**config.mk**
```make
export PLATFORM = sky130hd
export DESIGN_NAME = count_seg7_driver_flat
export DESIGN_NICKNAME = d
export VERILOG_FILES = /design/src/rtl/count_seg7_driver_pkg.sv /design/src/rtl/count_seg7_driver_if.sv /design/src/rtl/count_seg7_driver_bin2bcd_seq.sv /design/src/rtl/count_seg7_driver.sv /design/src/flat_wrapper.sv
export SDC_FILE = /design/constraint.sdc
export NUM_CORES = 1
export LEC_CHECK = 0
export CORE_MARGIN = 2
export CORE_UTILIZATION = 36
export CTS_CLUSTER_DIAMETER = 30
export DETAILED_ROUTE_END_ITERATION = 16
export DONT_BUFFER_PORTS = 1
export MAX_ROUTING_LAYER = met4
export PLACE_DENSITY = 0.59
export SYNTH_ARGS = -nofsm -noshare
export SYNTH_HDL_FRONTEND = slang
export SYNTH_SLANG_ARGS = --single-unit
```
**constraint.sdc**
```tcl
create_clock -name clk -period 2.5 [get_ports clk]
set_input_delay 0.5 -clock clk [delete_from_list [all_inputs] [get_ports clk]]
set_output_delay 0.5 -clock clk [all_outputs]
set_load 0.02 [all_outputs]
```
**src/rtl/count_seg7_driver_pkg.sv**
```systemverilog
// -----------------------------------------------------------------------------
// seg7_pkg
// Shared definitions for the count_seg7_driver display stage:
//   - conv_state_t : conversion sequencer states (IDLE/LOAD/SHIFT/LATCH)
//   - NIBBLE_W     : width of one BCD digit
//   - GLYPH        : active-high segment patterns for 0-9, bit0=a ... bit6=g
//   - bcd_to_seg() : nibble -> segment pattern, blank for non-decimal nibbles
//   - pow10()      : elaboration helper used to size-check the digit count
// No ports (package).
// -----------------------------------------------------------------------------
package seg7_pkg;

  typedef enum logic [1:0] {
    IDLE  = 2'd0,
    LOAD  = 2'd1,
    SHIFT = 2'd2,
    LATCH = 2'd3
  } conv_state_t;

  localparam int NIBBLE_W = 4;

  // Entry [0] is the rightmost element: GLYPH[d] is the pattern for digit d.
  localparam logic [9:0][6:0] GLYPH = {
    7'h6F, 7'h7F, 7'h07, 7'h7D, 7'h6D,
    7'h66, 7'h4F, 7'h5B, 7'h06, 7'h3F
  };

  function automatic logic [6:0] bcd_to_seg(input logic [3:0] nibble);
    logic [6:0] seg;
    seg = 7'h00;
    if (nibble <= 4'd9) seg = GLYPH[nibble];
    return seg;
  endfunction

  function automatic int unsigned pow10(input int unsigned n);
    int unsigned p;
    p = 1;
    for (int unsigned k = 0; k < n; k++) p = p * 10;
    return p;
  endfunction

endpackage

```
**src/rtl/count_seg7_driver_if.sv**
```systemverilog
// -----------------------------------------------------------------------------
// count_seg7_driver_if
// Bundles the counter-facing input and the display-facing outputs of the
// 7-segment driver.
//   count [bits-1:0]   binary value from the up/down counter
//   seg   [6:0]        segment drive, active-high, seg[0]=a ... seg[6]=g
//   an    [DIGITS-1:0] one-hot digit enable, an[0] = least significant digit
//   busy               high while a conversion is in progress
// Modports:
//   master : the display driver (drives seg/an/busy, reads count)
//   slave  : the surrounding system (drives count, observes the display)
// -----------------------------------------------------------------------------
interface count_seg7_driver_if #(
  parameter int bits   = 4,
  parameter int DIGITS = 2
);
  logic [bits-1:0]   count;
  logic [6:0]        seg;
  logic [DIGITS-1:0] an;
  logic              busy;

  modport master (input count, output seg, output an, output busy);
  modport slave  (output count, input seg, input an, input busy);
endinterface

```
**src/rtl/count_seg7_driver_bin2bcd_seq.sv**
```systemverilog
// -----------------------------------------------------------------------------
// bin2bcd_seq
// Sequential double-dabble converter: one add-3-then-shift step per clock.
//   clk   in   system clock, rising edge
//   rst   in   synchronous active-high reset
//   start in   load bin and clear the BCD scratch on this edge
//   bin   in   BIN_W-bit binary operand
//   bcd   out  DIGITS*4-bit packed BCD result (scratch, valid when done=1)
//   done  out  high from the final shift until the next start/reset
// A conversion takes BIN_W shift edges after the start edge.
// -----------------------------------------------------------------------------
module bin2bcd_seq
  import seg7_pkg::*;
#(
  parameter int BIN_W  = 4,
  parameter int DIGITS = 2
) (
  input  logic                       clk,
  input  logic                       rst,
  input  logic                       start,
  input  logic [BIN_W-1:0]           bin,
  output logic [DIGITS*NIBBLE_W-1:0] bcd,
  output logic                       done
);

  localparam int BCD_W = DIGITS * NIBBLE_W;
  localparam int CNT_W = $clog2(BIN_W + 1);

  logic [BIN_W-1:0] r_bin;
  logic [BCD_W-1:0] r_bcd;
  logic [CNT_W-1:0] r_cnt;
  logic             r_done;
  logic [BCD_W-1:0] w_adj;

  // Any digit >= 5 would overflow past 9 when doubled, so pre-add 3.
  generate
    for (genvar gi = 0; gi < DIGITS; gi++) begin : g_adj
      assign w_adj[gi*NIBBLE_W +: NIBBLE_W] =
        (r_bcd[gi*NIBBLE_W +: NIBBLE_W] >= 4'd5) ?
        r_bcd[gi*NIBBLE_W +: NIBBLE_W] + 4'd3 :
        r_bcd[gi*NIBBLE_W +: NIBBLE_W];
    end
  endgenerate

  always_ff @(posedge clk) begin
    if (rst) begin
      r_bin  <= '0;
      r_bcd  <= '0;
      r_cnt  <= '0;
      r_done <= 1'b0;
    end else if (start) begin
      r_bin  <= bin;
      r_bcd  <= '0;
      r_cnt  <= CNT_W'(BIN_W);
      r_done <= 1'b0;
    end else if (r_cnt != '0) begin
      // Binary MSB shifts into the BCD LSB.
      {r_bcd, r_bin} <= {w_adj, r_bin} << 1;
      r_cnt          <= r_cnt - CNT_W'(1);
      if (r_cnt == CNT_W'(1)) r_done <= 1'b1;
    end
  end

  assign bcd  = r_bcd;
  assign done = r_done;

endmodule

```
**src/rtl/count_seg7_driver.sv**
```systemverilog
// -----------------------------------------------------------------------------
// count_seg7_driver
// Snapshots the counter value, converts it to BCD and time-multiplexes the
// digits onto a shared 7-segment bus. Free-running; no handshake.
//   clk       in   system clock, rising edge
//   rst       in   synchronous active-high reset
//   bus       master modport of count_seg7_driver_if (count in; seg/an/busy out)
// Parameters: bits (count width), DIGITS (BCD digits), SCAN_DIV (clocks/digit).
// Optional feature macro: LEADING_ZERO_BLANK_EN -- blanks digits above the most
// significant non-zero digit (digit 0 always shown); an still scans them.
// Conversion cycle: IDLE -> LOAD -> SHIFT x bits -> LATCH, bits+3 clocks.
// -----------------------------------------------------------------------------
module count_seg7_driver
  import seg7_pkg::*;
#(
  parameter int bits     = 4,
  parameter int DIGITS   = 2,
  parameter int SCAN_DIV = 4
) (
  input  logic                clk,
  input  logic                rst,
  count_seg7_driver_if.master bus
);

  localparam int DISP_W = DIGITS * NIBBLE_W;
  localparam int SCNT_W = (bits > 1) ? $clog2(bits) : 1;
  localparam int PRE_W  = (SCAN_DIV > 1) ? $clog2(SCAN_DIV) : 1;
  localparam int IDX_W  = (DIGITS > 1) ? $clog2(DIGITS) : 1;

  generate
    if (pow10(DIGITS) <= (2**bits) - 1) begin : g_bad_digits
      $error("count_seg7_driver: DIGITS too small for the count width");
    end
  endgenerate

  conv_state_t       r_state;
  logic [SCNT_W-1:0] r_shift_cnt;
  logic [DISP_W-1:0] r_disp;
  logic              r_busy;

  logic [PRE_W-1:0]  r_presc;
  logic [IDX_W-1:0]  r_idx;
  logic [DIGITS-1:0] r_an;
  logic [6:0]        r_seg;

  logic              w_start;
  logic              w_done;
  logic [DISP_W-1:0] w_bcd;
  logic [DIGITS-1:0] w_an;
  logic [DIGITS-1:0] w_blank;
  logic [3:0]        w_nibble;

  assign w_start = (r_state == LOAD);

  bin2bcd_seq #(
    .BIN_W  (bits),
    .DIGITS (DIGITS)
  ) u_bin2bcd (
    .clk   (clk),
    .rst   (rst),
    .start (w_start),
    .bin   (bus.count),
    .bcd   (w_bcd),
    .done  (w_done)
  );

  // Sequencer. The display register only changes in LATCH, so a reset or a
  // count change mid-conversion can never expose a partial value.
  always_ff @(posedge clk) begin
    if (rst) begin
      r_state     <= IDLE;
      r_shift_cnt <= '0;
      r_disp      <= '0;
      r_busy      <= 1'b0;
    end else begin
      case (r_state)
        IDLE: begin
          r_state <= LOAD;
          r_busy  <= 1'b1;
        end
        LOAD: begin
          r_state     <= SHIFT;
          r_shift_cnt <= '0;
          r_busy      <= 1'b1;
        end
        SHIFT: begin
          r_busy <= 1'b1;
          if (r_shift_cnt == SCNT_W'(bits - 1)) r_state <= LATCH;
          else r_shift_cnt <= r_shift_cnt + SCNT_W'(1);
        end
        LATCH: begin
          if (w_done) r_disp <= w_bcd;
          r_state <= IDLE;
          r_busy  <= 1'b0;
        end
        default: begin
          r_state <= IDLE;
          r_busy  <= 1'b0;
        end
      endcase
    end
  end

  generate
    for (genvar gi = 0; gi < DIGITS; gi++) begin : g_an
      assign w_an[gi] = (r_idx == IDX_W'(gi));
    end
  endgenerate

`ifdef LEADING_ZERO_BLANK_EN
  // A digit is blank when it and every digit above it are zero.
  generate
    for (genvar gi = 0; gi < DIGITS; gi++) begin : g_blank
      if (gi == 0) begin : g_lsd
        assign w_blank[gi] = 1'b0;
      end else begin : g_upper
        assign w_blank[gi] = (r_disp[DISP_W-1:gi*NIBBLE_W] == '0);
      end
    end
  endgenerate
`else
  assign w_blank = '0;
`endif

  assign w_nibble = r_disp[r_idx*NIBBLE_W +: NIBBLE_W];

  // Scan: an/seg are registered from the current index, so the first edge
  // after reset shows digit 0 and the index advances once per prescaler wrap.
  always_ff @(posedge clk) begin
    if (rst) begin
      r_presc <= '0;
      r_idx   <= '0;
      r_an    <= '0;
      r_seg   <= '0;
    end else begin
      if (r_presc == PRE_W'(SCAN_DIV - 1)) begin
        r_presc <= '0;
        r_idx   <= (r_idx == IDX_W'(DIGITS - 1)) ? '0 : r_idx + IDX_W'(1);
      end else begin
        r_presc <= r_presc + PRE_W'(1);
      end
      r_an  <= w_an;
      r_seg <= w_blank[r_idx] ? 7'h00 : bcd_to_seg(w_nibble);
    end
  end

  assign bus.seg  = r_seg;
  assign bus.an   = r_an;
  assign bus.busy = r_busy;

endmodule
```
**src/flat_wrapper.sv**
```systemverilog
// flat-port wrapper written by rule: the top's interface ports become plain ports
module count_seg7_driver_flat import seg7_pkg::*;
#(
  parameter int bits     = 4,
  parameter int DIGITS   = 2,
  parameter int SCAN_DIV = 4
)
  (clk, rst, bus_count, bus_seg, bus_an, bus_busy);
  count_seg7_driver_if #(.bits(bits), .DIGITS(DIGITS)) bus_i ();
  input  logic clk;
  input  logic rst;
  input wire logic [$bits(bus_i.count)-1:0] bus_count;
  output wire logic [$bits(bus_i.seg)-1:0] bus_seg;
  output wire logic [$bits(bus_i.an)-1:0] bus_an;
  output wire logic [$bits(bus_i.busy)-1:0] bus_busy;
  assign bus_i.count = bus_count;
  assign bus_seg = bus_i.seg;
  assign bus_an = bus_i.an;
  assign bus_busy = bus_i.busy;
  count_seg7_driver #(.bits(bits), .DIGITS(DIGITS), .SCAN_DIV(SCAN_DIV)) u_core (.clk(clk), .rst(rst), .bus(bus_i));
endmodule
```
# --- Word level (Yosys, flattened, before mapping) ---
# Memory sizes are Yosys's and may differ from the RTL's. A register that Yosys moved wholly into a read port is not among the register bits.
# Index checks and enable logic that the tools add are counted.
word_totals:
  output_inout_bits: 10
  rom_bits: 112
  reg_bits: 34
  input_bits: 6
  word_cells: 58
  n_memories: 1
op_classes:
  add_sub_neg: 6
  shift: 1
  n_bitwise: 2
  order_cmp: 4
  n_eq_ne: 8
  muxes: 13
  reduce_logical: 11
memory_table:
  columns: ["memory", "words", "width", "rd", "rd_clocked_by_memory_dff", "wr", "line", "text"]
  rows:
  - ["(no name shown)", 16, 7, 1, 1, 0, "count_seg7_driver_pkg.sv:31", "if (nibble <= 4'd9) seg = GLYPH[nibble];"]
ops:
  columns: ["op", "n"]
  rows:
  - ["$mux W4", 3]
  - ["$mux W3", 3]
  - ["$eq A2 B2 Y1 const B", 4]
  - ["$ge A4 B3 Y1 const B", 2]
  - ["$pmux W2 S4", 1]
  - ["$shiftx A8 B4 Y4", 1]
  - ["$reduce_and A2 Y1", 3]
  - ["$reduce_or A3 Y1", 2]
  - ["$add A2 B1 Y2 const B", 2]
  - ["$add A4 B2 Y4 const B", 1]
  - ["$le A4 B4 Y1 const B", 1]
  - ["$mux W2", 2]
  - ["$pmux W2 S2", 1]
  - ["$reduce_bool A2 Y1", 2]
  - ["$reduce_or A2 Y1", 2]
  - ["$add A3 B2 Y3 const B", 1]
  - ["$eq A3 B1 Y1 const B", 1]
  - ["$reduce_bool A3 Y1", 1]
  - ["$sub A3 B1 Y3 const B", 1]
  - ["$eq A2 B1 Y1 const B", 1]
  - ["$logic_not A2 Y1", 1]
  - ["$lt A1 B2 Y1 const B", 1]
  - ["$mux W1", 2]
  - ["$ne A2 B1 Y1 const B", 1]
  - ["other kinds (4)", 5]

# --- Logic depth before layout (Yosys ltp) ---
# Gate-level depths: netlist (run 1).
depth:
  depth_word: 4
  depth_mapped: 9
  mapped_depth_nobuf: 7

# --- By module ---
# Synthesis (run 1) repeated with hierarchy kept, for this count alone.
unflattened:
  hier_cells: 227
  hier_area_um2: 2062.0
by_module_without_submodules:
  columns: ["mod", "area_per_inst_um2", "n_inst", "seq_area_each_um2", "cells_each"]
  rows:
  - ["count_seg7_driver", 1139.8, 1, 500.5, 120]
  - ["bin2bcd_seq", 922.1, 1, 320.3, 107]

# --- Worst setup path before layout (run 1) ---
# Ideal clock, no wire load.
synth_path:
  path_type: "reg-to-reg"
  start: "register u_core.r_idx"
  end: "register u_core.r_seg[0] (netlist: u_core.bus.seg[0])"
  setup_ns: 0.140
  required_time_ns: 2.360
  period_less_slack_ns: 1.987
  stages_incl_launch_ff: 8
  path_buffers: 1
  path_slack_ns: 0.513
  arrival_time_ns: 1.847
  path_cell_list: "dfxtp_1 > buf_6 > mux2i_1 > inv_1 > ha_1 > or2_2 > a21oi_1 > a2111oi_2"
synth_between:
  elab_chain_len: 4
synth_rtl:
  columns: ["element", "line", "text"]
  rows:
  - ["start, declared", "count_seg7_driver.sv:42", "logic [IDX_W-1:0] r_idx;"]
  - ["start signal, assigned", "count_seg7_driver.sv:138", "r_idx <= (r_idx == IDX_W'(DIGITS - 1)) ? '0 : r_idx + IDX_W'(1);"]
  - ["$shiftx A8 B4 Y4 *", "count_seg7_driver.sv:125", "assign w_nibble = r_disp[r_idx*NIBBLE_W +: NIBBLE_W];"]
  - ["$le A4 B4 Y1", "count_seg7_driver_pkg.sv:31", null]
  - ["$not A1 Y1 (no source line)", null, null]
  - ["$reduce_or A3 Y1 (no source line)", null, null]
  - ["end, declared", "count_seg7_driver.sv:44", "logic [6:0] r_seg;"]
# Every way passes the cells marked *; elsewhere a longest branch is shown, timed or not.
# A chain may end at the register's enable or synchronous reset.

# --- Final worst setup path (run 1) ---
# Same ends and word-level chain as after synthesis.

==> flow_results.org, run 1 <==
** Critical path
- The number of buffers and inverters on the critical path is 1.
- The worst setup path is of the reg2reg kind.
- For this design, the slowest cell found on the critical path is sky130_fd_sc_hd__dfxtp_1.
- Crit-path cells :: mux2i_1, inv_1, ha_1, or2_2, a21oi_1, a2111oi_2
- Worst path required time :: approximately 2.7 ns
- In this run the worst path has a maximum fanout of 7.
- Setup crit start kind :: flop
- The worst setup path is captured at a flop.
- Max stage delay on crit path :: between 0.5 and 0.6 ns
- The kind of cell with the highest combined delay along the critical path is flip-flops.
- Data arrives at the worst endpoint at roughly 2.2 ns.

** Timing
- The routed design could run at a clock period as short as just over 2 ns.
- Final total negative setup slack :: 0 ns
- The total count of max-transition violations in the final report is 0.
- The final critical path takes up around 81% of the cycle.
- Unrepaired setup endpoints after global routing :: no
- Static timing analysis puts the maximum clock frequency at between 400 and 500 MHz.
- Clock skew on the completed layout was measured at 0.006617 ns.
- Rel. slew slack :: 42.92%
- At the pin with the least slew margin, the transition time is approximately 0.86 ns.
- Final-report setup violation count :: 0
- Number of hold-slack violations in the final timing report :: 0

** Route
- In the routed layout, each cell is associated on average with a via count of 4.846.
- The count of nets left with antenna violations once routing finished came out at 0.
- Routed wire length per instance :: between 10 and 15 um
- Starting DRC count in detailed routing :: 70
- Routed wire length :: between 3 and 4 mm
- Pre-Repair DR Iteration Count :: 4
- Number of vias after detailed routing :: between 1000 and 1500
- Remaining design rule violation count :: 0

** Cells and area
- Diodes inserted :: 0
- Relative to the synthesized area, the layout overhead comes to 5.611%.
- Final #Nets :: roughly 250
- Fraction of final layout cells with drive strength greater than 1 :: 7.273%
- For this run, the share of the core covered by cells in the final layout is about two fifths.
- Total non-filler cell area in the finished layout :: 2143 um2

** Clock network
- In this run, post-CTS repair resized a total of 0 instances.
- Max H-tree Level :: 2
- Clock tree synthesis inserted a total of 5 buffers.
- Number of sinks on the clock net :: 41
- The clock passes through at most 2 buffers.
- Hold buffer count at cts :: 0
- The later pin in the worst-skew pair is clocked with a latency of ~0.29 ns.
- Clock-pin slew was measured on the worst setup and hold paths at 0.08 ns.
- Once the clock tree was built, the setup fixing pass inserted 0 buffers.
- CTS tree :: yes
- The cell sitting at the root of the clock tree is a sky130_fd_sc_hd__clkbuf_8.

** Synth
- Ranked by total cell area, the synthesized netlist is headed by sky130_fd_sc_hd__dfxtp_1, sky130_fd_sc_hd__ha_1, sky130_fd_sc_hd__mux2i_1.
- The mapped netlist covers just over 2000 um2.
- Prevailing post-synth register cell :: sky130_fd_sc_hd__dfxtp_1
- Proportion of netlist area held by the largest area contributor :: about 40%
- Cell taking the most area after synthesis :: sky130_fd_sc_hd__dfxtp_1
- Of all flip-flops after synthesis, the portion carrying an async set or reset was 0%.
- Yosys mapped a number of flops with a built-in enable equal to 0.
- A synthesized cell averages approximately 9 um2.
- Post-synthesis cell type count :: 36
- Sequential elements use around 40% of the synthesized area.
- Counting every net in the synthesized netlist gives approximately 250.
- Register bit count reported by yosys :: 41
- Number of cells produced by synthesis :: ~220
- Synthesis Warnings :: 0

** Pwr
- Internal power :: roughly 1.2 mW
- Switching power of the nets :: 640.6 uW
- Per report_power, the combinational group accounts for roughly a third of the total.
- VDD sags by at most 555.3 uV.
- Clk network pwr share :: ~23%
- Sw frac :: a little over a third
- Proportion of power drawn by flip-flops and latches :: 45.3%
- Total power divided by cell area :: 849.1 nW/um2
- Summed over all cells, the static leakage comes to just over 0.8 nW.

** Floorplan
- Total number of placement rows :: 27
- Area of the core :: ~5500 um2
- Overall die width :: approximately 79 um
- Number of primary I/O pins :: 16
- Effective utilization at floorplan :: 37.08%
- The floorplan step defined a die boundary enclosing 6254 um2.
- Vert. Die Dim :: 79.08 um

** Placed design
- Detailed placement ended at an HPWL of 2.315 mm.
- The congestion estimate from routability-driven global placement came to approximately 0.73.
- Once placement finished, the instance area stood at 2061 um2.
- Input and output buffers added on the ports amount to 0.

** GRT
- GRT Residual Overflow :: 0
- Across every metal layer, demand over resource in global routing totals about an eighth.
- Wire length of the first global-routing pass :: between 5 and 6 mm
- Maximum number of pins on one net before global-route repair :: 34
- Vias in the first global route :: between 1000 and 1500
- Antenna violations before repair :: 0

** Min path
- The min-delay analysis places its worst path in the category in2reg.

** Run status
- Status :: completed

** Job
- Across the run, the number of max-cap violations was 0.
## synth_stat cells, drive strengths merged (2+ instances only)
| cell | count |
|---|---|
| a211oi | 4 |
| dfxtp | 41 |
| a21oi | 17 |
| mux2i | 10 |
| mux2 | 3 |
| buf | 7 |
| o21ai | 4 |
| a31oi | 2 |
| inv | 18 |
| o2111ai | 4 |
| or3 | 4 |
| o21a | 3 |
| o211ai | 4 |
| nor2 | 20 |
| nand2 | 12 |
| or2 | 3 |
| nand2b | 2 |
| nand3b | 4 |
| nor2b | 9 |
| nand3 | 15 |
| a311oi | 2 |
| ha | 21 |
| clkbuf | 5 |
## worst paths after layout
check | startpoint | to | slack (ns) | cells after the start
max reg2reg | u_core.r_idx | u_core.bus.seg[0] | 0.48 | 6
min reg2reg | u_core.r_presc[0] | u_core.r_presc[0] | 0.43 | 1
max | u_core.r_idx | u_core.bus.seg[0] | 0.48 | 6
min | rst | u_core.bus.seg[0] | 0.27 | 1
## kinds of logic (layout without fill, tap and decap cells)
| kind of cell | Yosys count | in the layout | synth area share, % |
|---|---|---|---|
| and+or+nand+nor | 73 | 73 | 17.88 |
| AOI/OAI and AO/OA | 42 | 42 | 13.69 |
| DFF | 41 | 41 | 40.44 |
| buffers and inverters | 30 | 28 | 6.966 |
| adders and majority gates | 21 | 21 | 12.95 |
| muxes | 13 | 13 | 7.213 |
| xor gates and xnor gates | 2 | 2 | 0.8633 |
## final cells by class
class / count / area [um2]
repair buffers: 2 / 15.01
multi-input cells: 151 / 1067
inverters: 18 / 67.56
clock inverters: 2 / 10.01
flip-flops and latches: 41 / 820.8
clock buffers: 6 / 72.57
fillers: 574 / 3329
well taps: 72 / 90.09
## layer usage
| layer | up-vias | global-route usage, % | part of all wire (%) |
|---|---|---|---|
| met4 | 0 | 5.690 | 1.5 |
| met1 | 640 | 15.54 | 51 |
| met5 | - | - | 0 |
| met3 | 4 | 3.068 | 2.9 |
| li1 | 750 | - | - |
| met2 | 21 | 17.88 | 45 |
## flip-flops by register name, summed over array words and instances, names as in the netlist
| register | flops |
|---|---|
| u_core.bus.an | 2 |
| u_core.bus.busy | 1 |
| u_core.bus.seg | 7 |
| u_core.r_disp | 8 |
| u_core.r_idx | 1 |
| u_core.r_presc | 2 |
| u_core.r_shift_cnt | 2 |
| u_core.r_state | 2 |
| u_core.u_bin2bcd.bcd | 8 |
| u_core.u_bin2bcd.done | 1 |
| u_core.u_bin2bcd.r_bin | 4 |
| u_core.u_bin2bcd.r_cnt | 3 |
## through the flow
| stage | setup WS (ns) | hold WS [ns] | total power [mW] | cells |
|---|---|---|---|---|
| detailed placement | 0.4807 | 0.4130 | 1.429 | 284 |
| floorplan | 0.5133 | 0.4043 | 1.362 | 222 |
| finish | 0.4809 | 0.2685 | 1.820 | 292 |
| CTS | 0.4646 | 0.2553 | 1.855 | 292 |
| global route | 0.2975 | 0.2491 | 1.969 | 292 |
| global placement | 0.4942 | 0.4096 | 1.424 | 284 |
## cell usage in the layout (no fill, tap or decap), drive strengths merged, types with 6 or more instances in the layout
| master | instances |
|---|---|
| mux2i | 10 |
| clkbuf | 6 |
| nor2 | 20 |
| nor2b | 9 |
| ha | 21 |
| dfxtp | 41 |
| a21oi | 17 |
| nand3 | 15 |
| nand2 | 12 |
| inv | 18 |
## power groups by stage
stage / combinational, mW / clock, mW / sequential (mW)
after detailed placement: 0.588 / 0 / 0.841
after floorplan: 0.545 / 0 / 0.817
after CTS: 0.589 / 0.439 / 0.826
after global placement: 0.585 / 0 / 0.839
final: 0.579 / 0.416 / 0.825
after global routing: 0.666 / 0.463 / 0.839
(Power assumes the default switching activity.)
==> run 2, diff against run 1 <==
- PLACE_DENSITY: 0.59 -> 0.61
- clock period: 2.5 -> 1.7 ns (I/O delays scaled with it)
==> run 2 against run 1 <==
Core utilization rose by 2.8 points. Sequential power is 47% higher. Total power increased by 66%. Clock-buffer cell count down 1. Highest routed layer unchanged.
==> flow_results.org, run 2 (synthesis results as in run 1) <==
** Clock network
- The maximum root-to-sink buffer count is 2 (unchanged).
- CTS Buf Count :: 5 (unchanged)
- Clock slew seen by the registers of the worst setup and hold paths :: 0.08 ns (about the same)
- Hold buffer count at cts :: 0 (unchanged)
- The clock network latency to the later pin of the worst-skew pair was 0.29 ns (about the same).
- The clock root buffer master was sky130_fd_sc_hd__clkbuf_8 (unchanged).
- Max H-tree Level :: 2 (unchanged)
- The CTS tree is yes (unchanged).
- The buffer count from post-CTS setup fixing was 0 (unchanged).
- Number of sinks on the clock net :: 41 (unchanged)

** Pwr
- The share of power burned in registers was 40.2% (was 45.3%).
- The power density over cell area was 1314 nW/um2 (was 849.1 nW/um2).
- Clk network pwr share :: 25.1% (was 22.9%)
- Part of the total power dissipated in combinational logic :: 34.6% (was 31.8%)
- Highest ir drop seen on vdd :: 678.8 uV (was 555.3 uV)
- The switching power as a share of total power is 33.14% (was 35.20%).
- Internal power :: 2.019 mW (was 1.179 mW)
- Static leakage power :: 0.9073 nW (was 0.8309 nW)
- Switching power of the nets :: 1.001 mW (was 640.6 uW)

** Floorplan
- Vert. Die Dim :: 79.08 um (unchanged)
- The initial core utilization was 37.08% (unchanged).
- The number of top-level pins came to 16 (unchanged).
- The horizontal die dimension came to 79.08 um (unchanged).
- Die ar. :: 6254 um2 (unchanged)
- The number of rows in the core area came to 27 (unchanged).
- The total core area came to 5473 um2 (unchanged).

** GRT
- Maximum number of pins on one net before global-route repair :: 34 (unchanged)
- Antenna violations before repair :: 0 (unchanged)
- GRT Residual Overflow :: 0 (unchanged)
- The wire length of the first global-routing pass came to 6.299 mm (was 5.768 mm).
- Vias in the first global route :: 1440 (was 1260)
- The total routing usage reported by global routing came to 13.11% (was 12.11%).

** Critical path
- The number of buffers and inverters on the critical path came to 1 (unchanged).
- The required time of the worst setup path came to 1.87 ns (was 2.66 ns).
- The category of the most critical setup path is reg2reg (unchanged).
- Crit-path cells: mux2i_4, inv_1, ha_1, or2_4, a21oi_4, a311oi_1 (was mux2i_1, inv_1, ha_1, or2_2, a21oi_1, a2111oi_2).
- Gate family responsible for the most delay along the worst path :: flip-flops (unchanged)
- The critical-path cell with the highest stage delay is sky130_fd_sc_hd__dfxtp_4 (was sky130_fd_sc_hd__dfxtp_1).
- The category of the worst setup path launch point is a flop (unchanged).
- Max stage delay on crit path :: 0.39 ns (was 0.55 ns)
- The data arrival at the endpoint of the critical path is 1.75 ns (was 2.18 ns).
- Biggest fanout along the worst timing path :: 5 (was 7)
- Type of element capturing the critical path :: flop (unchanged)

** Placed design
- The pre-CTS setup slack is 0.02151 ns (was 0.4807 ns).
- Post-DP HPWL :: 2.532 mm (was 2.315 mm)
- The global placement routability congestion came to 0.7924 (was 0.7288).
- Number of buffers inserted by port buffering :: 0 (unchanged)

** Cells and area
- The synthesis-to-layout area growth came to 13.26% (was 5.611%).
- The leading cell type in the layout, fill and taps excluded is sky130_fd_sc_hd__dfxtp_1 (unchanged).
- Diodes inserted :: 0 (unchanged)
- Most used cells in the layout excluding fill and tap cells :: sky130_fd_sc_hd__dfxtp_1, sky130_fd_sc_hd__nor2_1, sky130_fd_sc_hd__ha_1 (was sky130_fd_sc_hd__dfxtp_1, sky130_fd_sc_hd__ha_1, sky130_fd_sc_hd__nor2_1)
- Fin util :: 42.00% (was 39.16%)
- Final #Nets :: 259 (was 246)
- The fraction of final layout cells sized beyond drive strength 1 was 14.66% (was 7.273%).

** Timing
- Unrepaired setup endpoints after global routing: no (unchanged).
- The count of endpoints failing hold in the final timing report is 0 (unchanged).
- The worst-case clock skew was 0.003103 ns (was 0.006617 ns).
- Post-layout min period :: 1.581 ns (was 2.019 ns)
- Max Clock Freq :: 632.4 MHz (was 495.3 MHz)
- Number of pins exceeding their max-slew limit in the final report :: 0 (unchanged)
- Slew at the pin closest to its max-slew limit :: 0.3323 ns (was 0.8561 ns)
- Crit share post-route :: 93.01% (was 80.76%)
- The worst relative slew slack was 77.38% (was 42.92%).
- The setup-violating endpoint count in the final report came to 0 (unchanged).
- The setup slack after layout came to 0.1187 ns (was 0.4809 ns).
- The final sum of negative setup slack came to 0 ns (unchanged).

** Route
- The violation count after the first detailed-routing iteration is 72 (was 70).
- The number of DRC violations after detailed routing is 0 (unchanged).
- Pre-Repair DR Iteration Count :: 4 (unchanged)
- The total routed wirelength was 3.543 mm (was 3.338 mm).
- The total number of vias is 1506 (was 1415).
- The number of routed nets with antenna violations is 0 (unchanged).
- The average routed wire per standard cell is 11.65 um (was 11.43 um).
- The per-cell via count in the routed design came to 4.954 (was 4.846).

** Run status
- Status :: completed (unchanged)

** Min path
- Min-Delay Path Class :: in2reg (unchanged)

** Job
- Number of maximum-capacitance constraint violations :: 0 (unchanged)
==> run 2: cell count changes in the layout (fill, tap and decap cells not counted), sizes merged <==
| cell | delta |
|---|---|
| buf | +13 |
| bufinv | +1 |
| clkbuf | -1 |
| clkinv | -1 |
==> run 2: timing repair <==
action                                  4_1_cts  5_1_grt
gates resized for setup                       1        3
endpoints found under the hold margin         0        0
endpoints found under the setup margin        2       10
==> run 2: per-layer routing <==
layer | global-route usage [%] | up-vias | wire length, um
li1 | - | 781 | -
met1 | 14.38 | 700 | 1658
met2 | 22.20 | 21 | 1716
met3 | 3.409 | 4 | 103
met4 | 6.207 | 0 | 65
met5 | - | - | 0
==> run 2: final cells by class <==
| type | instances | area, um2 |
|---|---|---|
| clock buffers | 5 | 68.82 |
| well taps | 72 | 90.09 |
| multi-input cells | 151 | 1100 |
| clock inverters | 2 | 35.03 |
| flip-flops and latches | 41 | 824.5 |
| inverters | 18 | 67.56 |
| repair buffers | 15 | 112.6 |
| fillers | 546 | 3174 |
==> run 2: stage by stage <==
stage	instance area, um2	hold WS (ns)	power (mW)	instances
after global routing	2298	0.08595	3.247	304
final	2298	0.1036	3.019	304
after detailed placement	2185	0.4105	2.268	297
after global placement	2185	0.4111	2.243	297
after floorplan	2056	0.4043	2.005	222
after CTS	2290	0.09069	3.047	304
==> run 2: worst paths after layout <==
path / cells past startpoint / end / slack, ns / from
setup / recovery: 6 / u_core.bus.seg[1] / 0.12 / u_core.r_idx
hold / removal: 1 / u_core.r_idx / 0.10 / rst
setup reg to reg: 6 / u_core.bus.seg[1] / 0.12 / u_core.r_idx
hold reg to reg: 1 / u_core.r_presc[0] / 0.43 / u_core.r_presc[0]
==> run 2: power groups by stage <==
| stage | Clock (mW) | Combinational, mW | Sequential (mW) |
|---|---|---|---|
| 3_3_place_gp | 0 | 1.01 | 1.23 |
| 4_1_cts | 0.790 | 1.04 | 1.22 |
| 6_report | 0.759 | 1.05 | 1.21 |
| 3_5_place_dp | 0 | 1.03 | 1.24 |
| 2_1_floorplan | 0 | 0.803 | 1.20 |
| 5_1_grt | 0.827 | 1.18 | 1.24 |
==> run 3, diff against run 2 <==
- CELL_PAD_IN_SITES_DETAIL_PLACEMENT: unset -> 0
- CELL_PAD_IN_SITES_GLOBAL_PLACEMENT: unset -> 1
- PLACE_DENSITY: 0.61 -> 0.73
==> run 3 against run 2 <==
Register-to-register slack got worse by 0.03 ns. Via count fell by 1.1%. Hold slack improved by 0.0044 ns. Cell count rose by 0.33%. Critical path depth did not move. Die area did not move.
==> flow_results.org, run 3 (synthesis results as in run 1) <==
** Clock network
- Hold buffer count at cts :: 0 (unchanged)
- Number of sinks on the clock net :: 41 (unchanged)
- The number of CTS-inserted buffers is 5 (unchanged).
- CTS tree :: yes (unchanged)
- Max H-tree Level :: 2 (unchanged)
- Clock slew seen by the registers of the worst setup and hold paths :: 0.08 ns (about the same)
- The maximum root-to-sink buffer count came to 2 (unchanged).
- Clock Root Buffer :: sky130_fd_sc_hd__clkbuf_8 (unchanged)
- The number of gates resized after cts was 2 (was 1).
- Clock latency on the worst-skew pair :: 0.28 ns (was 0.29 ns)
- The buffer count from post-CTS setup fixing was 0 (unchanged).

** Pwr
- Total power divided by cell area :: 1271 nW/um2 (was 1314 nW/um2)
- Static leakage power :: 0.9094 nW (was 0.9073 nW)
- The worst IR drop on VDD came to 954.7 uV (was 678.8 uV).

** Floorplan
- The number of rows in the core area came to 27 (unchanged).
- Effective utilization at floorplan :: 37.08% (unchanged)
- Overall die width :: 79.08 um (unchanged)
- Area of the core :: 5473 um2 (unchanged)
- The overall die height is 79.08 um (unchanged).
- The number of top-level pins is 16 (unchanged).
- The area enclosed by the die boundary came to 6254 um2 (unchanged).

** Cells and area
- The utilization after layout was 41.95% (was 42.00%).
- The flip-flop and latch area came to 824.5 um2 (unchanged).
- The total number of nets in the final design was 259 (unchanged).
- The fraction of final layout cells sized beyond drive strength 1 is 15.02% (was 14.66%).
- Most used cells in the layout excluding fill and tap cells: sky130_fd_sc_hd__dfxtp_1, sky130_fd_sc_hd__nor2_1, sky130_fd_sc_hd__ha_1 (unchanged).
- The antenna diode count was 0 (unchanged).
- The synthesis-to-layout area growth came to 13.13% (was 13.26%).
- Fillcell total :: 575 (was 546)
- The leading cell type in the layout, fill and taps excluded is sky130_fd_sc_hd__dfxtp_1 (unchanged).
- The area used by multi-input combinational logic was 1100 um2 (unchanged).

** Run status
- Status: completed (unchanged).

** Critical path
- The number of buffers and inverters on the critical path came to 1 (unchanged).
- End point of the critical path :: u_core.bus.seg[4] (was u_core.bus.seg[1])
- The start point of the critical path is u_core.r_idx (unchanged).
- The worst setup slack for register-to-register paths came to 0.09 ns (was 0.12 ns).
- Type of element capturing the critical path :: flop (unchanged)
- Levels on crit path :: 6 (unchanged)
- Setup crit start kind :: flop (unchanged)
- Crit-path cells: mux2i_4, inv_1, ha_1, or2_4, a31oi_1, a211oi_1 (was mux2i_4, inv_1, ha_1, or2_4, a21oi_4, a311oi_1).
- The largest incremental delay on the critical path came to 0.39 ns (about the same).
- Worst path required time :: 1.86 ns (was 1.87 ns)
- The length in cells of the worst reg-to-reg path is 6 (unchanged).
- The largest fanout on the critical path was 4 (was 5).
- The data arrival at the endpoint of the critical path was 1.76 ns (was 1.75 ns).
- The largest delay contributor family on the critical path was flip-flops (unchanged).
- The critical-path cell with the highest stage delay is sky130_fd_sc_hd__dfxtp_4 (unchanged).
- The source of the worst register-to-register timing path is u_core.r_idx (unchanged).
- The capturing point of the worst reg2reg path is u_core.bus.seg[4] (was u_core.bus.seg[1]).
- The category of the most critical setup path is reg2reg (unchanged).

** Timing
- Post-layout min period :: 1.608 ns (was 1.581 ns)
- The maximum clock frequency is 621.8 MHz (was 632.4 MHz).
- The share of the cycle needed by the critical path after routing came to 94.60% (was 93.01%).
- The pin slew with the least headroom to its limit was 0.3308 ns (was 0.3323 ns).
- Unrepaired setup endpoints after global routing :: yes (was no)
- Number of hold-slack violations in the final timing report :: 0 (unchanged)
- The total count of max-transition violations in the final report was 0 (unchanged).
- The setup slack after layout is 0.09175 ns (was 0.1187 ns).
- Rel. slew slack :: 77.48% (was 77.38%)
- Worst clock skew :: 0.004070 ns (was 0.003103 ns)
- The setup-violating endpoint count in the final report came to 0 (unchanged).

** Placed design
- Number of buffers inserted by port buffering :: 0 (unchanged)
- Global placer's final weighted congestion :: 0.7964 (was 0.7924)
- The HPWL after detailed placement was 2.586 mm (was 2.532 mm).
- Post-placement worst setup slack :: -0.03596 ns (was 0.02151 ns)

** Route
- The number of iterations in the first detailed-routing pass is 6 (was 4).
- Post-route antenna net violation count :: 0 (unchanged)
- The total number of vias is 1490 (was 1506).
- The violation count after the first detailed-routing iteration was 53 (was 72).
- The average routed wire per standard cell came to 11.66 um (was 11.65 um).
- The number of DRC violations after detailed routing came to 0 (unchanged).
- The per-cell via count in the routed design was 4.885 (was 4.954).
- Routed wire length :: 3.555 mm (was 3.543 mm)

** GRT
- The wire length of the first global-routing pass came to 6.327 mm (was 6.299 mm).
- The via count of the first global-routing pass was 1450 (was 1440).
- Total track usage :: 13.09% (was 13.11%)
- The maximum number of pins on one net before global-route repair came to 34 (unchanged).
- The total global routing overflow is 0 (unchanged).
- The number of antenna violations at the first check in global routing came to 0 (unchanged).

** Min path
- The hold-critical path depth came to 1 (unchanged).
- Min-Delay Path Class :: in2reg (unchanged)

** Job
- Number of maximum-capacitance constraint violations :: 0 (unchanged)
-- run 3: cell count changes in the layout (fill, tap and decap cells not counted) --
cell / previous run / this run
sky130_fd_sc_hd__clkbuf_8: 5 / 7
sky130_fd_sc_hd__bufinv_16: 1 / 0
-- run 3: worst min-delay path by stage --
stage	startpoint	end	slack (ns)
finish	rst	u_core.r_idx	0.11
global route	rst	u_core.r_idx	0.09
CTS	rst	u_core.r_idx	0.1
detailed placement	rst	u_core.r_disp[1]	0.41
global placement	u_core.r_presc[0]	u_core.r_presc[0]	0.41
floorplan	u_core.r_presc[0]	u_core.r_presc[0]	0.40
-- run 3: routing by layer --
layer	share of wire (%)	GRT usage (%)
met5	0	-
met4	0.87	3.276
met2	49	21.61
met3	3.4	4.205
met1	47	15.53
-- run 3: cell type report --
type | count | area share [%]
multi-input combinational | 151 | 47.90
sequential | 41 | 35.91
timing repair buffer | 15 | 4.905
clock buffer | 7 | 4.196
tap | 72 | 3.924
inverter | 18 | 2.943
clock inverter | 1 | 0.2180
-- run 3: report_power, final --
part           leakage (nW)  internal (mW)  switching (mW)
Sequential            0.337           1.09           0.108
Clock                0.0542          0.367           0.323
Combinational         0.519          0.486           0.542
-- run 3: per-stage QoR --
stage                     TNS [ns]  hold WS [ns]  total power, mW  cell area (um2)  cells
after CTS                        0       0.09765            2.961             2291    305
after global routing      -0.03753       0.08900            3.175             2296    305
final                            0        0.1080            2.919             2296    305
after floorplan                  0        0.4043            2.005             2056    222
after global placement           0        0.4094            2.253             2185    297
after detailed placement  -0.07756        0.4148            2.256             2185    297
